`config.mk`:
```
export PLATFORM = sky130hd
export DESIGN_NAME = ps2kbd_flat
export DESIGN_NICKNAME = d
export VERILOG_FILES = /design/src/rtl/ps2_pkg.sv /design/src/rtl/ps2kbd_if.sv /design/src/rtl/sync_fifo.sv /design/src/rtl/ps2kbd.sv /design/src/flat_wrapper.sv
export SDC_FILE = /design/constraint.sdc
export NUM_CORES = 1
export LEC_CHECK = 0
export ABC_CLOCK_PERIOD_IN_PS = 3250
export CAP_MARGIN = 10
export CORE_UTILIZATION = 35
export DETAILED_ROUTE_END_ITERATION = 7
export GPL_ROUTABILITY_DRIVEN = 0
export PLACE_DENSITY = 0.58
export SETUP_SLACK_MARGIN = 0.4
export SLEW_MARGIN = 20
export SYNTH_ARGS = -nofsm -noshare
export SYNTH_HDL_FRONTEND = slang
export SYNTH_SLANG_ARGS = --single-unit
```
`constraint.sdc`:
```
create_clock -name clk -period 3.25 [get_ports clk]
set_input_delay 0.4875 -clock clk [delete_from_list [all_inputs] [get_ports clk]]
set_output_delay 0.4875 -clock clk [all_outputs]
set_load 0.005 [all_outputs]
```
`src/rtl/ps2_pkg.sv`:
```
// ps2_pkg: shared constants for the PS/2 keyboard receiver.
//   - Receive FSM state encoding (2-bit, legacy-compatible localparams).
//   - Register offsets (bus address bits [3:2]).
//   - STATUS bit positions and a helper that assembles the STATUS byte.
package ps2_pkg;

    // Receive FSM states
    localparam logic [1:0] ST_IDLE   = 2'd0;
    localparam logic [1:0] ST_SHIFT  = 2'd1;
    localparam logic [1:0] ST_PARITY = 2'd2;
    localparam logic [1:0] ST_STOP   = 2'd3;

    // Register offsets, selected by addr[3:2]
    localparam logic [1:0] REG_DATA   = 2'd0;
    localparam logic [1:0] REG_STATUS = 2'd1;
    localparam logic [1:0] REG_COUNT  = 2'd2;

    // STATUS bit positions
    localparam int STAT_NEMPTY = 0;
    localparam int STAT_FULL   = 1;
    localparam int STAT_OVF    = 2;
    localparam int STAT_PERR   = 3;
    localparam int STAT_FERR   = 4;

    function automatic logic [7:0] pack_status(
        input logic ferr,
        input logic perr,
        input logic ovf,
        input logic full,
        input logic nempty
    );
        logic [7:0] s;
        s = 8'h00;
        s[STAT_FERR]   = ferr;
        s[STAT_PERR]   = perr;
        s[STAT_OVF]    = ovf;
        s[STAT_FULL]   = full;
        s[STAT_NEMPTY] = nempty;
        return s;
    endfunction

endpackage

```
`src/rtl/ps2kbd_if.sv`:
```
// ps2kbd_if: CPU-side memory-mapped bus of the PS/2 keyboard device.
//   r_en   : read strobe, already decoded by busdev
//   r_addr : read address, bits [3:2] select the register
//   r_data : registered read data, valid one cycle after a read strobe
//   w_en   : write strobe, already decoded by busdev
//   w_addr : write address, bits [3:2] select the register
//   w_data : write data, bits [7:0] used
//
// Handshake: there is no valid/ready pair. A strobe is accepted in every
// cycle it is high (the device never stalls); a read's side effect (FIFO
// pop) is taken only on the rising edge of r_en, and r_data holds the
// captured value until the next read strobe edge.
interface ps2kbd_if;
    logic        r_en;
    logic [31:0] r_addr;
    logic [7:0]  r_data;
    logic        w_en;
    logic [31:0] w_addr;
    logic [31:0] w_data;

    modport master (
        output r_en, r_addr, w_en, w_addr, w_data,
        input  r_data
    );

    modport slave (
        input  r_en, r_addr, w_en, w_addr, w_data,
        output r_data
    );
endinterface

```
`src/rtl/sync_fifo.sv`:
```
// sync_fifo: single-clock circular-buffer FIFO.
//   clk, rst : clock, synchronous active-high reset (pointers only)
//   push/din : write request and data; ignored when full unless a pop
//              happens in the same cycle
//   pop      : read request; ignored when empty
//   dout     : current head entry (combinational)
//   full, empty, count : occupancy status
// Pointers carry one extra MSB so full (MSBs differ, rest equal) and
// empty (all equal) are distinguishable without a separate counter.
module sync_fifo #(
    parameter int DEPTH = 8,
    parameter int WIDTH = 8
) (
    input  logic                     clk,
    input  logic                     rst,
    input  logic                     push,
    input  logic [WIDTH-1:0]         din,
    input  logic                     pop,
    output logic [WIDTH-1:0]         dout,
    output logic                     full,
    output logic                     empty,
    output logic [$clog2(DEPTH):0]   count
);
    localparam int AW = $clog2(DEPTH);

    logic [WIDTH-1:0] mem [DEPTH];
    logic [AW:0]      wr_ptr;
    logic [AW:0]      rd_ptr;
    logic             do_push;
    logic             do_pop;

    assign empty = (wr_ptr == rd_ptr);
    assign full  = (wr_ptr[AW] != rd_ptr[AW]) &&
                   (wr_ptr[AW-1:0] == rd_ptr[AW-1:0]);
    assign count = wr_ptr - rd_ptr;
    assign dout  = mem[rd_ptr[AW-1:0]];

    // A pop in the same cycle frees a slot, so a push into a full FIFO
    // is still accepted then.
    assign do_pop  = pop & ~empty;
    assign do_push = push & (~full | do_pop);

    always_ff @(posedge clk) begin
        if (rst) begin
            wr_ptr <= '0;
            rd_ptr <= '0;
        end else begin
            if (do_push) wr_ptr <= wr_ptr + 1'b1;
            if (do_pop)  rd_ptr <= rd_ptr + 1'b1;
        end
    end

    always_ff @(posedge clk) begin
        if (do_push) mem[wr_ptr[AW-1:0]] <= din;
    end

endmodule

```
`src/rtl/ps2kbd.sv`:
```
// ps2kbd: memory-mapped PS/2 keyboard receiver (cpuclk domain).
//   clk, rst  : cpuclk, synchronous active-high reset
//   bus       : ps2kbd_if.slave, CPU read/write window
//   ps2_clk   : raw PS/2 clock pin (asynchronous)
//   ps2_data  : raw PS/2 data pin (asynchronous)
//   irq       : high while the scan-code FIFO is not empty
//   dbg_state : current receive FSM state (ST_* encoding)
// Registers (addr[3:2]): 0 DATA (read pops head, 0x00 if empty),
// 1 STATUS {3'b0,ferr,perr,ovf,full,nempty} / W1C of [4:2], 2 COUNT,
// 3 reads 0x00.
module ps2kbd
    import ps2_pkg::*;
#(
    parameter int FIFO_DEPTH = 8,
    parameter int TIMEOUT    = 8000
) (
    input  logic       clk,
    input  logic       rst,
    ps2kbd_if.slave    bus,
    input  logic       ps2_clk,
    input  logic       ps2_data,
    output logic       irq,
    output logic [1:0] dbg_state
);
    localparam int AW = $clog2(FIFO_DEPTH);
    localparam int TW = $clog2(TIMEOUT);
    localparam logic [TW-1:0] TMAX = TW'(TIMEOUT - 1);

    // ---------------- synchronisers and falling-edge detect ----------------
    logic clk_meta, clk_sync, clk_prev;
    logic dat_meta, dat_sync;
    logic fall;

    always_ff @(posedge clk) begin
        if (rst) begin
            clk_meta <= 1'b1;
            clk_sync <= 1'b1;
            clk_prev <= 1'b1;
            dat_meta <= 1'b1;
            dat_sync <= 1'b1;
        end else begin
            clk_meta <= ps2_clk;
            clk_sync <= clk_meta;
            clk_prev <= clk_sync;
            dat_meta <= ps2_data;
            dat_sync <= dat_meta;
        end
    end

    assign fall = clk_prev & ~clk_sync;

    // ---------------- receive FSM ----------------
    logic [1:0]    state;
    logic [2:0]    bitcnt;
    logic [7:0]    shreg;
    logic          parity_bit;
    logic [TW-1:0] tcnt;

    always_ff @(posedge clk) begin
        if (rst) begin
            state      <= ST_IDLE;
            bitcnt     <= '0;
            shreg      <= '0;
            parity_bit <= 1'b0;
            tcnt       <= '0;
        end else if (state == ST_IDLE) begin
            tcnt <= '0;
            // A high data line at a falling edge is noise, not a start bit.
            if (fall && !dat_sync) begin
                state  <= ST_SHIFT;
                bitcnt <= '0;
            end
        end else if (fall) begin
            tcnt <= '0;
            case (state)
                ST_SHIFT: begin
                    shreg  <= {dat_sync, shreg[7:1]};   // LSB first
                    bitcnt <= bitcnt + 3'd1;
                    if (bitcnt == 3'd7) state <= ST_PARITY;
                end
                ST_PARITY: begin
                    parity_bit <= dat_sync;
                    state      <= ST_STOP;
                end
                default: begin
                    state <= ST_IDLE;                    // ST_STOP
                end
            endcase
        end else if (tcnt == TMAX) begin
            // Stalled frame: drop it silently.
            state <= ST_IDLE;
            tcnt  <= '0;
        end else begin
            tcnt <= tcnt + 1'b1;
        end
    end

    assign dbg_state = state;

    logic frame_done, parity_ok, stop_ok;
    logic rx_push, perr_set, ferr_set;

    assign frame_done = (state == ST_STOP) & fall;
    assign parity_ok  = ^{shreg, parity_bit};   // odd parity over 9 bits
    assign stop_ok    = dat_sync;
    assign rx_push    = frame_done & parity_ok & stop_ok;
    assign perr_set   = frame_done & ~parity_ok;
    assign ferr_set   = frame_done & ~stop_ok;

    // ---------------- bus decode ----------------
    logic [1:0] r_off, w_off;
    logic       r_en_d;
    logic       rd_rise;

    assign r_off   = bus.r_addr[3:2];
    assign w_off   = bus.w_addr[3:2];
    assign rd_rise = bus.r_en & ~r_en_d;

    logic unused_bus_bits;
    assign unused_bus_bits = ^{bus.r_addr[31:4], bus.r_addr[1:0],
                               bus.w_addr[31:4], bus.w_addr[1:0],
                               bus.w_data[31:8], bus.w_data[1:0],
                               bus.w_data[7:5]};

    // ---------------- FIFO ----------------
    logic [7:0]  fifo_dout;
    logic        fifo_full, fifo_empty, fifo_pop;
    logic [AW:0] fifo_count;

    assign fifo_pop = rd_rise & (r_off == REG_DATA) & ~fifo_empty;

    sync_fifo #(
        .DEPTH (FIFO_DEPTH),
        .WIDTH (8)
    ) u_fifo (
        .clk   (clk),
        .rst   (rst),
        .push  (rx_push),
        .din   (shreg),
        .pop   (fifo_pop),
        .dout  (fifo_dout),
        .full  (fifo_full),
        .empty (fifo_empty),
        .count (fifo_count)
    );

    // ---------------- sticky flags ----------------
    logic       ovf, perr, ferr;
    logic       ovf_set;
    logic [2:0] w1c;

    // Full with no simultaneous pop means the byte is dropped.
    assign ovf_set = rx_push & fifo_full & ~fifo_pop;
    assign w1c     = (bus.w_en && w_off == REG_STATUS) ? bus.w_data[4:2] : 3'b000;

    always_ff @(posedge clk) begin
        if (rst) begin
            ovf  <= 1'b0;
            perr <= 1'b0;
            ferr <= 1'b0;
        end else begin
            // Set wins over a same-cycle clear.
            ovf  <= (ovf  & ~w1c[0]) | ovf_set;
            perr <= (perr & ~w1c[1]) | perr_set;
            ferr <= (ferr & ~w1c[2]) | ferr_set;
        end
    end

    // ---------------- registered read data ----------------
    always_ff @(posedge clk) begin
        if (rst) begin
            r_en_d     <= 1'b0;
            bus.r_data <= 8'h00;
        end else begin
            r_en_d <= bus.r_en;
            if (rd_rise) begin
                case (r_off)
                    REG_DATA:   bus.r_data <= fifo_empty ? 8'h00 : fifo_dout;
                    REG_STATUS: bus.r_data <= pack_status(ferr, perr, ovf,
                                                          fifo_full, ~fifo_empty);
                    REG_COUNT:  bus.r_data <= 8'(fifo_count);
                    default:    bus.r_data <= 8'h00;
                endcase
            end
        end
    end

    assign irq = ~fifo_empty;

endmodule

```
`src/flat_wrapper.sv`:
```
// flat-port wrapper written by rule: the top's interface ports become plain ports
module ps2kbd_flat import ps2_pkg::*;
#(
    parameter int FIFO_DEPTH = 8,
    parameter int TIMEOUT    = 8000
)
  (clk, rst, ps2_clk, ps2_data, irq, dbg_state, bus_r_en, bus_r_addr, bus_w_en, bus_w_addr, bus_w_data, bus_r_data);
  ps2kbd_if bus_i ();
  input  logic clk;
  input  logic rst;
  input  logic ps2_clk;
  input  logic ps2_data;
  output logic irq;
  output logic [1:0] dbg_state;
  input wire logic [$bits(bus_i.r_en)-1:0] bus_r_en;
  input wire logic [$bits(bus_i.r_addr)-1:0] bus_r_addr;
  input wire logic [$bits(bus_i.w_en)-1:0] bus_w_en;
  input wire logic [$bits(bus_i.w_addr)-1:0] bus_w_addr;
  input wire logic [$bits(bus_i.w_data)-1:0] bus_w_data;
  output wire logic [$bits(bus_i.r_data)-1:0] bus_r_data;
  assign bus_i.r_en = bus_r_en;
  assign bus_i.r_addr = bus_r_addr;
  assign bus_i.w_en = bus_w_en;
  assign bus_i.w_addr = bus_w_addr;
  assign bus_i.w_data = bus_w_data;
  assign bus_r_data = bus_i.r_data;
  ps2kbd #(.FIFO_DEPTH(FIFO_DEPTH), .TIMEOUT(TIMEOUT)) u_core (.clk(clk), .rst(rst), .bus(bus_i), .ps2_clk(ps2_clk), .ps2_data(ps2_data), .irq(irq), .dbg_state(dbg_state));
endmodule
```
==> results by group <==
Worst hold path
  – Worst Hold Class: reg2reg
  – Hold Path Stages: 1
  – Hold EP: u_core.clk_sync
  – Worst min-delay path startpoint: u_core.clk_meta

Timing
  – Maximum clock frequency: 372 MHz
  – Fin Setup TNS: 0 ns
  – Slew Limit Fails: 0
  – Hold Fails Final Rpt: 0
  – Final Setup Violations: 0
  – Max_slew headroom: 57.7%
  – Worst hold slack: 0.410 ns
  – Fin crit period: 2.69 ns
  – Layout Skew: 0.00696 ns
  – Unrepaired setup endpoints after global routing: false
  – Worst-Margin Slew: 0.633 ns
  – Final period util: 82.7%

Logic synthesis
  – Cell count after synthesis: 385
  – Syn Std Cell Area: 0.00503 mm2
  – FF+latch count, synth: 119
  – Register area share after synthesis: 60.1%
  – Yosys cell types: 53
  – Async S/R FF share, synth: 0%
  – Synth Net Count: 500
  – Post-synth EDFFs: 64
  – Synth Flop Type: edfxtp_1
  – Syn. warnings: 0
  – Synthesized area per cell: 13.1 um2

Detailed routing
  – Total iterations of the first detailed-routing run: 4
  – # DRC: 0
  – WL/cell: 15.6 um
  – DRT iter0 DRCs: 291
  – Post-route ant nets: 0
  – Avg Vias per Cell: 5.01
  – DRT Wirelength: 9640 um
  – Via count: 3104

CTS
  – Number of H-tree levels: 4
  – Clock root cell: clkbuf_16
  – Max clock buf depth: 2
  – Reg clk slew, reported paths: 0.05 ns
  – Worst skew pair latency: 0.41 ns
  – CTS tree: done
  – Clock sink total: 119
  – # hold bufs at CTS: 0
  – CTS buffer count: 17
  – Post-CTS setup buffers: 0

Critical path
  – Reg2Reg Depth: 6
  – Critical path data required time: 2.76 ns
  – Crit Path Max Fanout: 8
  – R2r endpoint: u_core.u_fifo.mem[0][1]
  – Critical path arrival: 2.20 ns
  – FF-to-FF Start: u_core.shreg[1]
  – R2R setup slack: 0.65 ns
  – Critical path type: reg2out
  – Crit. End Element: output port
  – Startpoint types: flip-flop

Outcome
  – Outcome: finished clean

Placed design
  – Hpwl dp: 6580 um
  – Port bufs: 23

Finish
  – Post-layout util: 43.7%
  – Final nets: 542
  – Share of cells above drive strength 1: 16.9%
  – Area grow syn2layout: 21.1%
  – Antenna cells: 0

Die
  – Initial Utilization: 36.1%
  – Die height: 122 um
  – Core Area: 0.0139 mm2
  – Io pins: 113
  – Die area: 0.0149 mm2
  – Die X: 122 um
  – Num rows: 43

Pwr
  – Cell internal pwr: 0.00273 W
  – Part of the power in combinational logic: 2.4%
  – Switching Share: 19.4%
  – Seq pwr share: 46.7%
  – Clock share of power: 50.9%
  – PwrDens: 557 mW/mm2
  – LEAKAGE: 2.17 nW
  – Total net switching power: 0.000659 W
  – Worst VDD drop: 0.323 mV

Global route
  – Global-route wire length before repair: 16200 um
  – GRT Total Usage: 14.9%
  – Grt ovf: 0
  – Largest net degree at the start of global routing: 37
  – Antenna violations before repair: 0
  – Vias in the first global route: 3174

Run
  – Max-cap check violation count: 0
[synth_stat cells (5+ instances only)]
library cell	number	area, um2
nor2b_1	8	50.1
or2_2	5	31.3
mux4_2	16	360
a21oi_1	10	50.1
dfxtp_1	55	1100
mux2i_1	16	160
nand2_1	23	86.3
xnor2_1	9	78.8
a22oi_1	5	37.5
nor3_1	5	25.0
nor2_1	51	191
clkbuf_1	8	30.0
inv_1	11	41.3
edfxtp_1	64	1920
ha_1	12	150
xor2_1	9	78.8
o21ai_0	9	45.0
nand3_1	9	45.0
[power by group through the flow]
stage	clock (W)	sequential (W)	combinational, W
CTS	0.00177	0.00159	0.0000811
floorplan	0	0.00161	0.0000477
detailed placement	0	0.00162	0.0000804
finish	0.00173	0.00159	0.0000798
global placement	0	0.00162	0.0000786
global route	0.00184	0.00159	0.0000897
[registers in the layout, summed over array words and instances (netlist names), named ones only]
| name | cells |
|---|---|
| u_core.dat_sync | 1 |
| u_core.clk_prev | 1 |
| u_core.bus.r_data | 8 |
| u_core.ferr | 1 |
| u_core.parity_bit | 1 |
| u_core.perr | 1 |
| u_core.ovf | 1 |
| u_core.clk_sync | 1 |
| u_core.shreg | 8 |
| u_core.tcnt | 13 |
| u_core.bitcnt | 3 |
| u_core.clk_meta | 1 |
| u_core.u_fifo.rd_ptr | 4 |
| u_core.u_fifo.mem | 64 |
| u_core.dat_meta | 1 |
| u_core.u_fifo.wr_ptr | 4 |
| u_core.dbg_state | 2 |
| u_core.r_en_d | 1 |
[area by class of cell]
class | count | area, um2
Fill cell | 1253 | 7840
Sequential cell | 119 | 3020
Multi-Input combinational cell | 241 | 1910
Clock buffer | 29 | 542
Timing Repair Buffer | 37 | 335
Tap cell | 180 | 225
Inverter | 11 | 41.3
Clock inverter | 2 | 11.3
[worst max-delay path by stage]
stage / startpoint / end / slack [ns] / cells past startpoint
final: u_core.u_fifo.wr_ptr[0] / irq / 0.56 / 5
after global routing: u_core.u_fifo.wr_ptr[0] / irq / 0.46 / 5
after CTS: u_core.u_fifo.wr_ptr[0] / irq / 0.56 / 5
after detailed placement: bus_r_addr[3] / u_core.u_fifo.mem[5][6] / 0.37 / 6
after global placement: bus_r_addr[3] / u_core.u_fifo.mem[4][6] / 0.36 / 6
after floorplan: u_core.shreg[2] / u_core.u_fifo.mem[1][0] / 0.70 / 5
[per-stage QoR]
| step | instances | instance area [um2] | setup WS (ns) | power (W) |
|---|---|---|---|---|
| final | 619 | 6090 | 0.564 | 0.00339 |
| after global placement | 588 | 5530 | 0.361 | 0.00169 |
| after CTS | 619 | 6090 | 0.563 | 0.00344 |
| after floorplan | 385 | 5030 | 0.702 | 0.00166 |
| after detailed placement | 588 | 5530 | 0.369 | 0.00170 |
| after global routing | 619 | 6090 | 0.463 | 0.00352 |
[critical path, cell delays in order (launching register included)]
cell	delay, ns
dfxtp_1	0.52
inv_1	0.14
ha_1	0.35
and3_1	0.20
nand2_1	0.08
clkdlybuf4s50_1	0.51
[cell usage in the layout, fill, tap and decap left out, types with 6 or more instances in the layout]
cell	n
ha_1	12
nand2_1	23
nand3_1	9
edfxtp_1	64
dfxtp_1	55
nor2_1	51
o21ai_0	9
xnor2_1	9
mux2i_1	16
clkbuf_16	18
xor2_1	9
a21oi_1	10
mux4_2	16
nor2b_1	8
clkdlybuf4s50_1	23
buf_4	14
inv_1	11
clkbuf_1	6
[logic make-up after synthesis]
kind of cell / Yosys count / synth area share, %
compound gates: 36 / 4.48
xor+xnor: 21 / 4.70
fa+ha+maj: 13 / 3.38
flops: 119 / 60.1
mux: 39 / 12.0
simple gates: 132 / 13.4
buf+inv: 25 / 1.92
[per-layer routing]
metal  track usage (%)  wire length [um]
met5                 0                 0
met4              9.41               283
met3              4.07               400
met2              23.1              4730
met1              18.4              4230
[what timing repair did]
item | CTS | global route
resized for setup | 0 | 1
setup endpoints to repair | 0 | 44
hold endpoints to repair | 0 | 0
No activity file was read; power rests on OpenSTA's default activity.
